<file path="src/rtl/pipeline_hazard_ctrl_pkg.sv">
// Shared types and constants for the IF/ID hazard controller, decode and the IF/ID stage.
package pipeline_hazard_ctrl_pkg;

  localparam int REG_IDX_W = 5;
  localparam logic [5:0] OP_NOP = 6'h0;
  localparam int MDU_CNT_W = 8;

  typedef enum logic {
    RUN      = 1'b0,
    MDU_BUSY = 1'b1
  } mdu_state_e;

  typedef struct packed {
    logic pc_write;
    logic if_id_write;
    logic if_flush;
    logic id_ex_bubble;
  } fetch_ctrl_t;

  localparam fetch_ctrl_t CTRL_RESET    = '{pc_write: 1'b0, if_id_write: 1'b0, if_flush: 1'b1, id_ex_bubble: 1'b1};
  localparam fetch_ctrl_t CTRL_STALL    = '{pc_write: 1'b0, if_id_write: 1'b0, if_flush: 1'b0, id_ex_bubble: 1'b1};
  localparam fetch_ctrl_t CTRL_REDIRECT = '{pc_write: 1'b1, if_id_write: 1'b1, if_flush: 1'b1, id_ex_bubble: 1'b0};
  localparam fetch_ctrl_t CTRL_IMEM_WAIT = '{pc_write: 1'b0, if_id_write: 1'b1, if_flush: 1'b1, id_ex_bubble: 1'b0};
  localparam fetch_ctrl_t CTRL_ADVANCE  = '{pc_write: 1'b1, if_id_write: 1'b1, if_flush: 1'b0, id_ex_bubble: 1'b0};

  // A stall outranks a redirect: ID re-resolves the branch once the hazard clears.
  function automatic fetch_ctrl_t fetch_ctrl(input logic stall,
                                             input logic redirect,
                                             input logic imem_ready);
    fetch_ctrl_t ctrl;
    if (stall)            ctrl = CTRL_STALL;
    else if (redirect)    ctrl = CTRL_REDIRECT;
    else if (!imem_ready) ctrl = CTRL_IMEM_WAIT;
    else                  ctrl = CTRL_ADVANCE;
    return ctrl;
  endfunction

endpackage

</file>
<file path="src/rtl/pipeline_hazard_ctrl_sat_counter.sv">
// Saturating event counter with synchronous clear; clear wins over a same-cycle increment.
module sat_counter #(
  parameter int CNT_W = 16
) (
  input  logic             clk,
  input  logic             rst_n,
  input  logic             inc,
  input  logic             clr,
  output logic [CNT_W-1:0] cnt
);

  always_ff @(posedge clk or negedge rst_n) begin
    if (!rst_n) begin
      cnt <= '0;
    end else if (clr) begin
      cnt <= '0;
    end else if (inc && (cnt != {CNT_W{1'b1}})) begin
      cnt <= cnt + 1'b1;
    end
  end

endmodule

</file>
<file path="src/rtl/pipeline_hazard_ctrl.sv">
// Fetch/decode boundary control: load-use and MDU interlocks, redirect flush, imem wait,
// and stall/flush perf counters.
//
//   state    | meaning
//   ---------+---------------------------------------------------------------
//   RUN      | MDU idle; a mult/div in ID is accepted unless stalled
//   MDU_BUSY | MDU op in flight; mdu_cnt counts down to 0, HI/LO users stall
module pipeline_hazard_ctrl
  import pipeline_hazard_ctrl_pkg::*;
#(
  parameter int MDU_CYCLES = 8,
  parameter int CNT_W      = 16
) (
  input  logic                 clk,
  input  logic                 rst_n,
  input  logic [REG_IDX_W-1:0] id_rs,
  input  logic [REG_IDX_W-1:0] id_rt,
  input  logic                 id_uses_rt,
  input  logic                 id_hilo_use,
  input  logic                 mdu_start,
  input  logic                 ex_mem_read,
  input  logic [REG_IDX_W-1:0] ex_rt,
  input  logic                 redirect,
  input  logic                 imem_ready,
  input  logic                 perf_clr,
  output logic                 pc_write,
  output logic                 if_id_write,
  output logic                 if_flush,
  output logic                 id_ex_bubble,
  output logic                 mdu_busy,
  output logic [CNT_W-1:0]     stall_cnt,
  output logic [CNT_W-1:0]     flush_cnt
);

  localparam logic [MDU_CNT_W-1:0] MDU_LOAD = MDU_CNT_W'(MDU_CYCLES - 1);

  mdu_state_e           state;
  logic [MDU_CNT_W-1:0] mdu_cnt;
  logic                 lu_haz;
  logic                 mdu_haz;
  logic                 stall;
  fetch_ctrl_t          ctrl;

  assign mdu_busy = (state == MDU_BUSY);

  // $zero is never a real producer, so a load "into" r0 creates no dependency.
  assign lu_haz  = ex_mem_read && (ex_rt != '0) &&
                   ((ex_rt == id_rs) || (id_uses_rt && (ex_rt == id_rt)));
  assign mdu_haz = mdu_busy && (id_hilo_use || mdu_start);
  assign stall   = lu_haz || mdu_haz;

  always_comb begin
    ctrl = fetch_ctrl(stall, redirect, imem_ready);
    if (!rst_n) ctrl = CTRL_RESET;
  end

  assign pc_write     = ctrl.pc_write;
  assign if_id_write  = ctrl.if_id_write;
  assign if_flush     = ctrl.if_flush;
  assign id_ex_bubble = ctrl.id_ex_bubble;

  always_ff @(posedge clk or negedge rst_n) begin
    if (!rst_n) begin
      state   <= RUN;
      mdu_cnt <= '0;
    end else begin
      case (state)
        RUN: begin
          if (mdu_start && !stall) begin
            state   <= MDU_BUSY;
            mdu_cnt <= MDU_LOAD;
          end
        end
        MDU_BUSY: begin
          // The cycle with mdu_cnt==0 is still busy; RUN begins after this edge.
          if (mdu_cnt == '0) begin
            state <= RUN;
          end else begin
            mdu_cnt <= mdu_cnt - 1'b1;
          end
        end
        default: begin
          state   <= RUN;
          mdu_cnt <= '0;
        end
      endcase
    end
  end

  sat_counter #(.CNT_W(CNT_W)) u_stall_cnt (
    .clk   (clk),
    .rst_n (rst_n),
    .inc   (stall),
    .clr   (perf_clr),
    .cnt   (stall_cnt)
  );

  sat_counter #(.CNT_W(CNT_W)) u_flush_cnt (
    .clk   (clk),
    .rst_n (rst_n),
    .inc   (ctrl.if_flush),
    .clr   (perf_clr),
    .cnt   (flush_cnt)
  );

endmodule

</file>
<file path="config.mk">
export PLATFORM = sky130hd
export DESIGN_NAME = pipeline_hazard_ctrl
export DESIGN_NICKNAME = d
export VERILOG_FILES = /design/src/rtl/pipeline_hazard_ctrl_pkg.sv /design/src/rtl/pipeline_hazard_ctrl_sat_counter.sv /design/src/rtl/pipeline_hazard_ctrl.sv
export SDC_FILE = /design/constraint.sdc
export NUM_CORES = 1
export LEC_CHECK = 0
export CAP_MARGIN = 20
export CORE_UTILIZATION = 54
export DETAILED_ROUTE_END_ITERATION = 6
export PLACE_DENSITY_LB_ADDON = 0.1
export SLEW_MARGIN = 10
export SYNTH_ARGS = -nofsm -noshare
export SYNTH_HDL_FRONTEND = slang
export SYNTH_SLANG_ARGS = --single-unit
export TNS_END_PERCENT = 5
</file>
<file path="constraint.sdc">
create_clock -name clk -period 4.7 [get_ports clk]
set_clock_uncertainty 0.05 [all_clocks]
set_input_delay 0.47 -clock clk [delete_from_list [all_inputs] [get_ports clk]]
set_output_delay 0.47 -clock clk [all_outputs]
set_load 0.05 [all_outputs]
</file>
== After elaboration in Yosys (flattened, before gate mapping) ==
Index checks and enable logic that the tools add are counted.

* Output and inout bits: 37
* Bits of input ports: 24
* Register bits: 41
* Word-level logic and storage cells: 44

* Bitwise gates (word level): 1
* Reductions and logical operators: 16
* $add $sub $neg: 3
* Muxes and demuxes: 14
* Equal/unequal tests: 6

{| class="wikitable"
|+ Operators by type and width
! cell !! number
|-
| $mux 16 || 4
|-
| $add 16x1->16 const B || 2
|-
| $ne 16x16->1 const B || 2
|-
| $mux 4 || 4
|-
| $mux 8 || 2
|-
| $pmux 8 s2 || 1
|-
| $eq 5x5->1 || 2
|-
| $logic_not 8->1 || 1
|-
| $sub 8x1->8 const B || 1
|-
| $logic_and 1x1->1 || 7
|-
| $reduce_bool 5->1 || 1
|-
| $ne 2x2->1 const B || 2
|-
| $reduce_bool 2->1 || 2
|-
| $logic_or 1x1->1 || 3
|-
| $mux 1 || 2
|-
| $pmux 1 s2 || 1
|-
| $reduce_and 2->1 || 1
|-
| $logic_not 1->1 || 1
|-
| $not 1->1 || 1
|}

== Longest topological paths before layout ==
* Depth after elaboration: 10
* Gate-level depth with buffers: 9
* Gate-level depth less buffers: 8

== Hierarchy ==
A second synthesis with hierarchy kept.

* Cells, all modules: 280
* Area total of the unflattened synthesis: 2635.0 um2

{| class="wikitable"
|+ Modules (own cells, without submodules)
! module !! sequential area each (um2) !! area each (um2) !! cells an instance !! times used
|-
| sat_counter || 400.4 || 942.2 || 98 || 2
|-
| pipeline_hazard_ctrl || 225.2 || 750.7 || 84 || 1
|}

== Worst setup path before layout ==
Ideal clock, no wire load.

* Path type: input to output
* From: input port ex_rt[1]
* To: output port pc_write
* Required time: 4180 ps
* Arrival time: 2900 ps
* Slack: 1280 ps
* Stages: 7
* Cell sequence: or4_1 -> o21a_1 -> a21boi_1 -> buf_2 -> buf_2 -> nand2_1 -> nor2_1

* Word-level cells in the longest chain between the ends: 7

{| class="wikitable"
|+ Ends and longest elaborated chain
! what !! line !! text
|-
| from (decl) || pipeline_hazard_ctrl.sv:22 || <nowiki>input logic [REG_IDX_W-1:0] ex_rt,</nowiki>
|-
| $eq 5x5->1 || pipeline_hazard_ctrl.sv:48 || <nowiki>((ex_rt == id_rs) || (id_uses_rt && (ex_rt == id_rt)));</nowiki>
|-
| $logic_and 1x1->1 || pipeline_hazard_ctrl.sv:48 ||
|-
| $logic_or 1x1->1 || pipeline_hazard_ctrl.sv:48 ||
|-
| $logic_and 1x1->1 * || pipeline_hazard_ctrl.sv:47 || <nowiki>assign lu_haz = ex_mem_read && (ex_rt != '0) &&</nowiki>
|-
| $logic_or 1x1->1 * || pipeline_hazard_ctrl.sv:50 || <nowiki>assign stall = lu_haz || mdu_haz;</nowiki>
|-
| $mux 4 * || pipeline_hazard_ctrl_pkg.sv:31 || <nowiki>if (stall) ctrl = CTRL_STALL;</nowiki>
|-
| $mux 4 * || pipeline_hazard_ctrl.sv:54 || <nowiki>if (!rst_n) ctrl = CTRL_RESET;</nowiki>
|-
| to (decl) || pipeline_hazard_ctrl.sv:26 || <nowiki>output logic pc_write,</nowiki>
|}

Every way passes the cells marked *; elsewhere a longest branch is shown, timed or not.

== Worst setup path after layout ==
* From: input port ex_rt[1]
* To: output port if_flush

* Word-level cells in the longest chain between the ends: 7

{| class="wikitable"
|+ Ends and longest elaborated chain
! what !! line !! text
|-
| $eq 5x5->1 || pipeline_hazard_ctrl.sv:48 ||
|-
| $logic_and 1x1->1 || pipeline_hazard_ctrl.sv:48 ||
|-
| $logic_or 1x1->1 || pipeline_hazard_ctrl.sv:48 ||
|-
| $logic_and 1x1->1 * || pipeline_hazard_ctrl.sv:47 ||
|-
| $logic_or 1x1->1 * || pipeline_hazard_ctrl.sv:50 ||
|-
| $mux 4 * || pipeline_hazard_ctrl_pkg.sv:31 ||
|-
| $mux 4 * || pipeline_hazard_ctrl.sv:54 ||
|-
| to (decl) || pipeline_hazard_ctrl.sv:28 || <nowiki>output logic if_flush,</nowiki>
|}

Marked as above.

==> metrics <==
total track usage=0.233; ANT cells=0; final setup vio count=0; Multi-input gate area=between 0.001 and 0.0015 sq mm; die area=0.00509 sq mm; worst r2r src=u_flush_cnt.cnt[0]$_DFFE_PN0P_; Die Ht=71.3 um; pwr/cell area=315 mW/mm^2; vias=around 2300; Initial Util=0.580; cell mode on critical path=clkdlybuf4s50_1; CP endpoint kind=output port; Buf+Inv Stages, Crit Path=2; Cells after Synth=273; Yosys top cell area share=0.395; RSZ-0062 raised after global routing=false; first-pass GRT wire length=9460 um; total setup buffers inserted after CTS=0; clock latency on the worst-skew pair=roughly 300 ps; cells along the critical path=clkdlybuf4s50_1 -> or4_1 -> o21a_1 -> and2_1 -> a21oi_2 -> clkdlybuf4s50_1; Setup CP Type=in2out; FMAX=286 MHz; routed len/inst=14.3 um; Sink Count=41; worst r2r dst=u_flush_cnt.cnt[8]$_DFFE_PN0P_; Total Wirelength=5510 um; Register Area=a little over 0.001 sq mm; Max Slew Vio Count=0; dpl hpwl=4000 um; flops & latches, synth=41; P_leak=1.31 nW; Synth area leader=dfrtp_1; status=finished with violations; Post-Syn Area=0.00259 sq mm; Top FF cell, synth=dfrtp_1; GP Congestion=between 0.7 and 0.8; r2r worst-path depth=7; Post-synth EDFFs=0; die width=71.3 um; Final min period=3500 ps; crit path DAT=a little under 3000 ps; Max clock buf depth=2; count of final hold-check violations=0; Critical Path Max Stage Delay=~830 ps; mean area per synthesized cell=9.51 sq um; type of origin of the critical path=primary input; Rel. slew slack=0.355; fraction of layout cells with a size suffix above 1=0.117; sequential-to-total area share from yosys stat=0.395; largest net degree at the start of global routing=49; CTS root buffer=clkbuf_8; initial antenna violation count=0; Clk pin slew, worst setup/hold paths=80 ps; Worst path slowest cell=clkdlybuf4s50_1; I/O pins=61; Synth Net Count=300; cell class contributing the biggest share of worst-path delay=buffers and inverters; Final ANT Viol Nets=0; DRT iter0 DRCs=160; post-route setup TNS=0 ps; failing checks=design-rule violations; grt ovf=0; FP Rows=24; vias in the first global route=around 2100; setup ws final=1200 ps; reg2reg setup slack=1660 ps; vias per cell=approximately 6; fin nets=359; Port Buffers=60; Crit Path Max Fanout=5; ys async rst share=1.00; post-layout util=0.749; # H-tree levels=2; Worst Path Required=~4200 ps; CORE AREA=0.00447 sq mm; Unique masters post-synth=53; synth warn=0; Synth area leaders=dfrtp_1 (40%), xnor2_1 (5.7%), mux2_2 (5.2%), nor2_1 (4.2%), or4_1 (3.8%); max-cap violations=0; TritonCTS Buffers=5; area grow syn2layout=29.1%; DRC=5; first drt pass iteration count=7; Tcrit/Tclk final=0.745; Post-Place Setup Slack=approximately 1200 ps; Peak VDD IR=0.292 mV; Tightest Pin Transition=965 ps; CTS tree=built; Hold Crit Class=in2async; number of fill cells=343
## sequential cells by signal, indices dropped and copies added, names as in the netlist
name,flops
u_stall_cnt.cnt,16
u_flush_cnt.cnt,16
mdu_busy,1
mdu_cnt,8
## layout make-up
| class | count | area share |
|---|---|---|
| Timing Repair Buffer | 65 | 0.190 |
| Inverter | 6 | 0.00672 |
| Clock inverter | 2 | 0.0116 |
| Sequential cell | 41 | 0.306 |
| Clock buffer | 6 | 0.0217 |
| Multi-Input combinational cell | 213 | 0.445 |
| Tap cell | 52 | 0.0194 |
## layout by cell type (no fill, tap or decap), types with 4 or more instances in the layout
cell type / synthesis / layout
clkdlybuf4s50_1: 0 / 59
nand4_1: 8 / 8
nor3_1: 6 / 6
buf_4: 1 / 4
dfrtp_1: 41 / 41
clkbuf_8: 0 / 5
or4_1: 13 / 13
nor2b_1: 15 / 15
inv_1: 6 / 6
xnor2_1: 17 / 17
and3_1: 4 / 4
a2111oi_2: 5 / 5
o31ai_1: 8 / 8
a21oi_1: 12 / 12
nand3_1: 13 / 13
nand2_1: 18 / 18
o21ai_0: 5 / 5
nor2_1: 29 / 29
mux2_2: 12 / 12
## power breakdown
part / internal, W / switching [W]
combinational: 0.000138 / 0.000195
sequential: 0.000398 / 0.0000430
clock: 0.000159 / 0.000122
## per-layer routing
layer | vias up | track usage | routed length [um]
met3 | 7 | 0.0380 | 263
met5 | - | 0 | 0
met2 | 60 | 0.394 | 2650
met1 | 1066 | 0.309 | 2550
li1 | 1124 | - | -
met4 | 0 | 0.0711 | 50
## cell families (layout without fill, tap and decap cells)
| logic type | after synthesis | after routing | synth area share |
|---|---|---|---|
| simple gates | 123 | 123 | 0.257 |
| compound gates | 54 | 54 | 0.178 |
| flops | 41 | 41 | 0.395 |
| xor+xnor | 19 | 19 | 0.0641 |
| buf+inv | 19 | 79 | 0.0309 |
| mux | 14 | 14 | 0.0608 |
| fa+ha+maj | 3 | 3 | 0.0145 |
## worst reg2reg max path: cells and delay by family (launching register included)
kind,cells,cell delay (ps)
compound gates,1,270
flops,1,450
mux,1,350
fa+ha+maj,1,220
simple gates,4,1600
## repair_timing
action | in CTS | in global routing
hold buffers | 1 | 0
resized for setup | 0 | 0
endpoints found under the hold margin | 1 | 0
## Yosys cell counts, types with 2 or more instances
cell type / number
dfrtp_1: 41
nor2_1: 29
nand2_1: 18
xnor2_1: 17
nor2b_1: 15
nand3_1: 13
or4_1: 13
a21oi_1: 12
mux2_2: 12
nand4_1: 8
o31ai_1: 8
clkbuf_1: 7
inv_1: 6
nor3_1: 6
a2111oi_2: 5
o21ai_0: 5
and3_1: 4
buf_2: 4
a211oi_1: 3
ha_1: 3
o21a_1: 3
and2_1: 2
and4_1: 2
mux2_1: 2
nand2b_1: 2
nor3b_1: 2
o21ba_2: 2
o41ai_1: 2
or3_1: 2
xor2_1: 2
## through the flow
| stage | area, sq um | power [W] | cells | hold WS (ps) |
|---|---|---|---|---|
| after CTS | 3350 | 0.00107 | 385 | 485 |
| after floorplan | 2590 | 0.000679 | 273 | 124 |
| after global placement | 3230 | 0.000774 | 376 | 232 |
| after detailed placement | 3230 | 0.000782 | 376 | 230 |
| final | 3350 | 0.00106 | 385 | 477 |
| after global routing | 3350 | 0.00111 | 385 | 503 |
## worst max path at each step
stage / from / to / slack [ps] / depth (start not counted)
finish: ex_rt[1] / if_flush / 1200 / 6
floorplan: ex_rt[1] / pc_write / 1280 / 7
global placement: ex_rt[1] / if_flush / 1230 / 6
CTS: ex_rt[1] / if_flush / 1200 / 6
detailed placement: ex_rt[1] / if_flush / 1200 / 6
global route: ex_rt[1] / pc_write / 1090 / 7
Power figures use the tool's default switching activity.
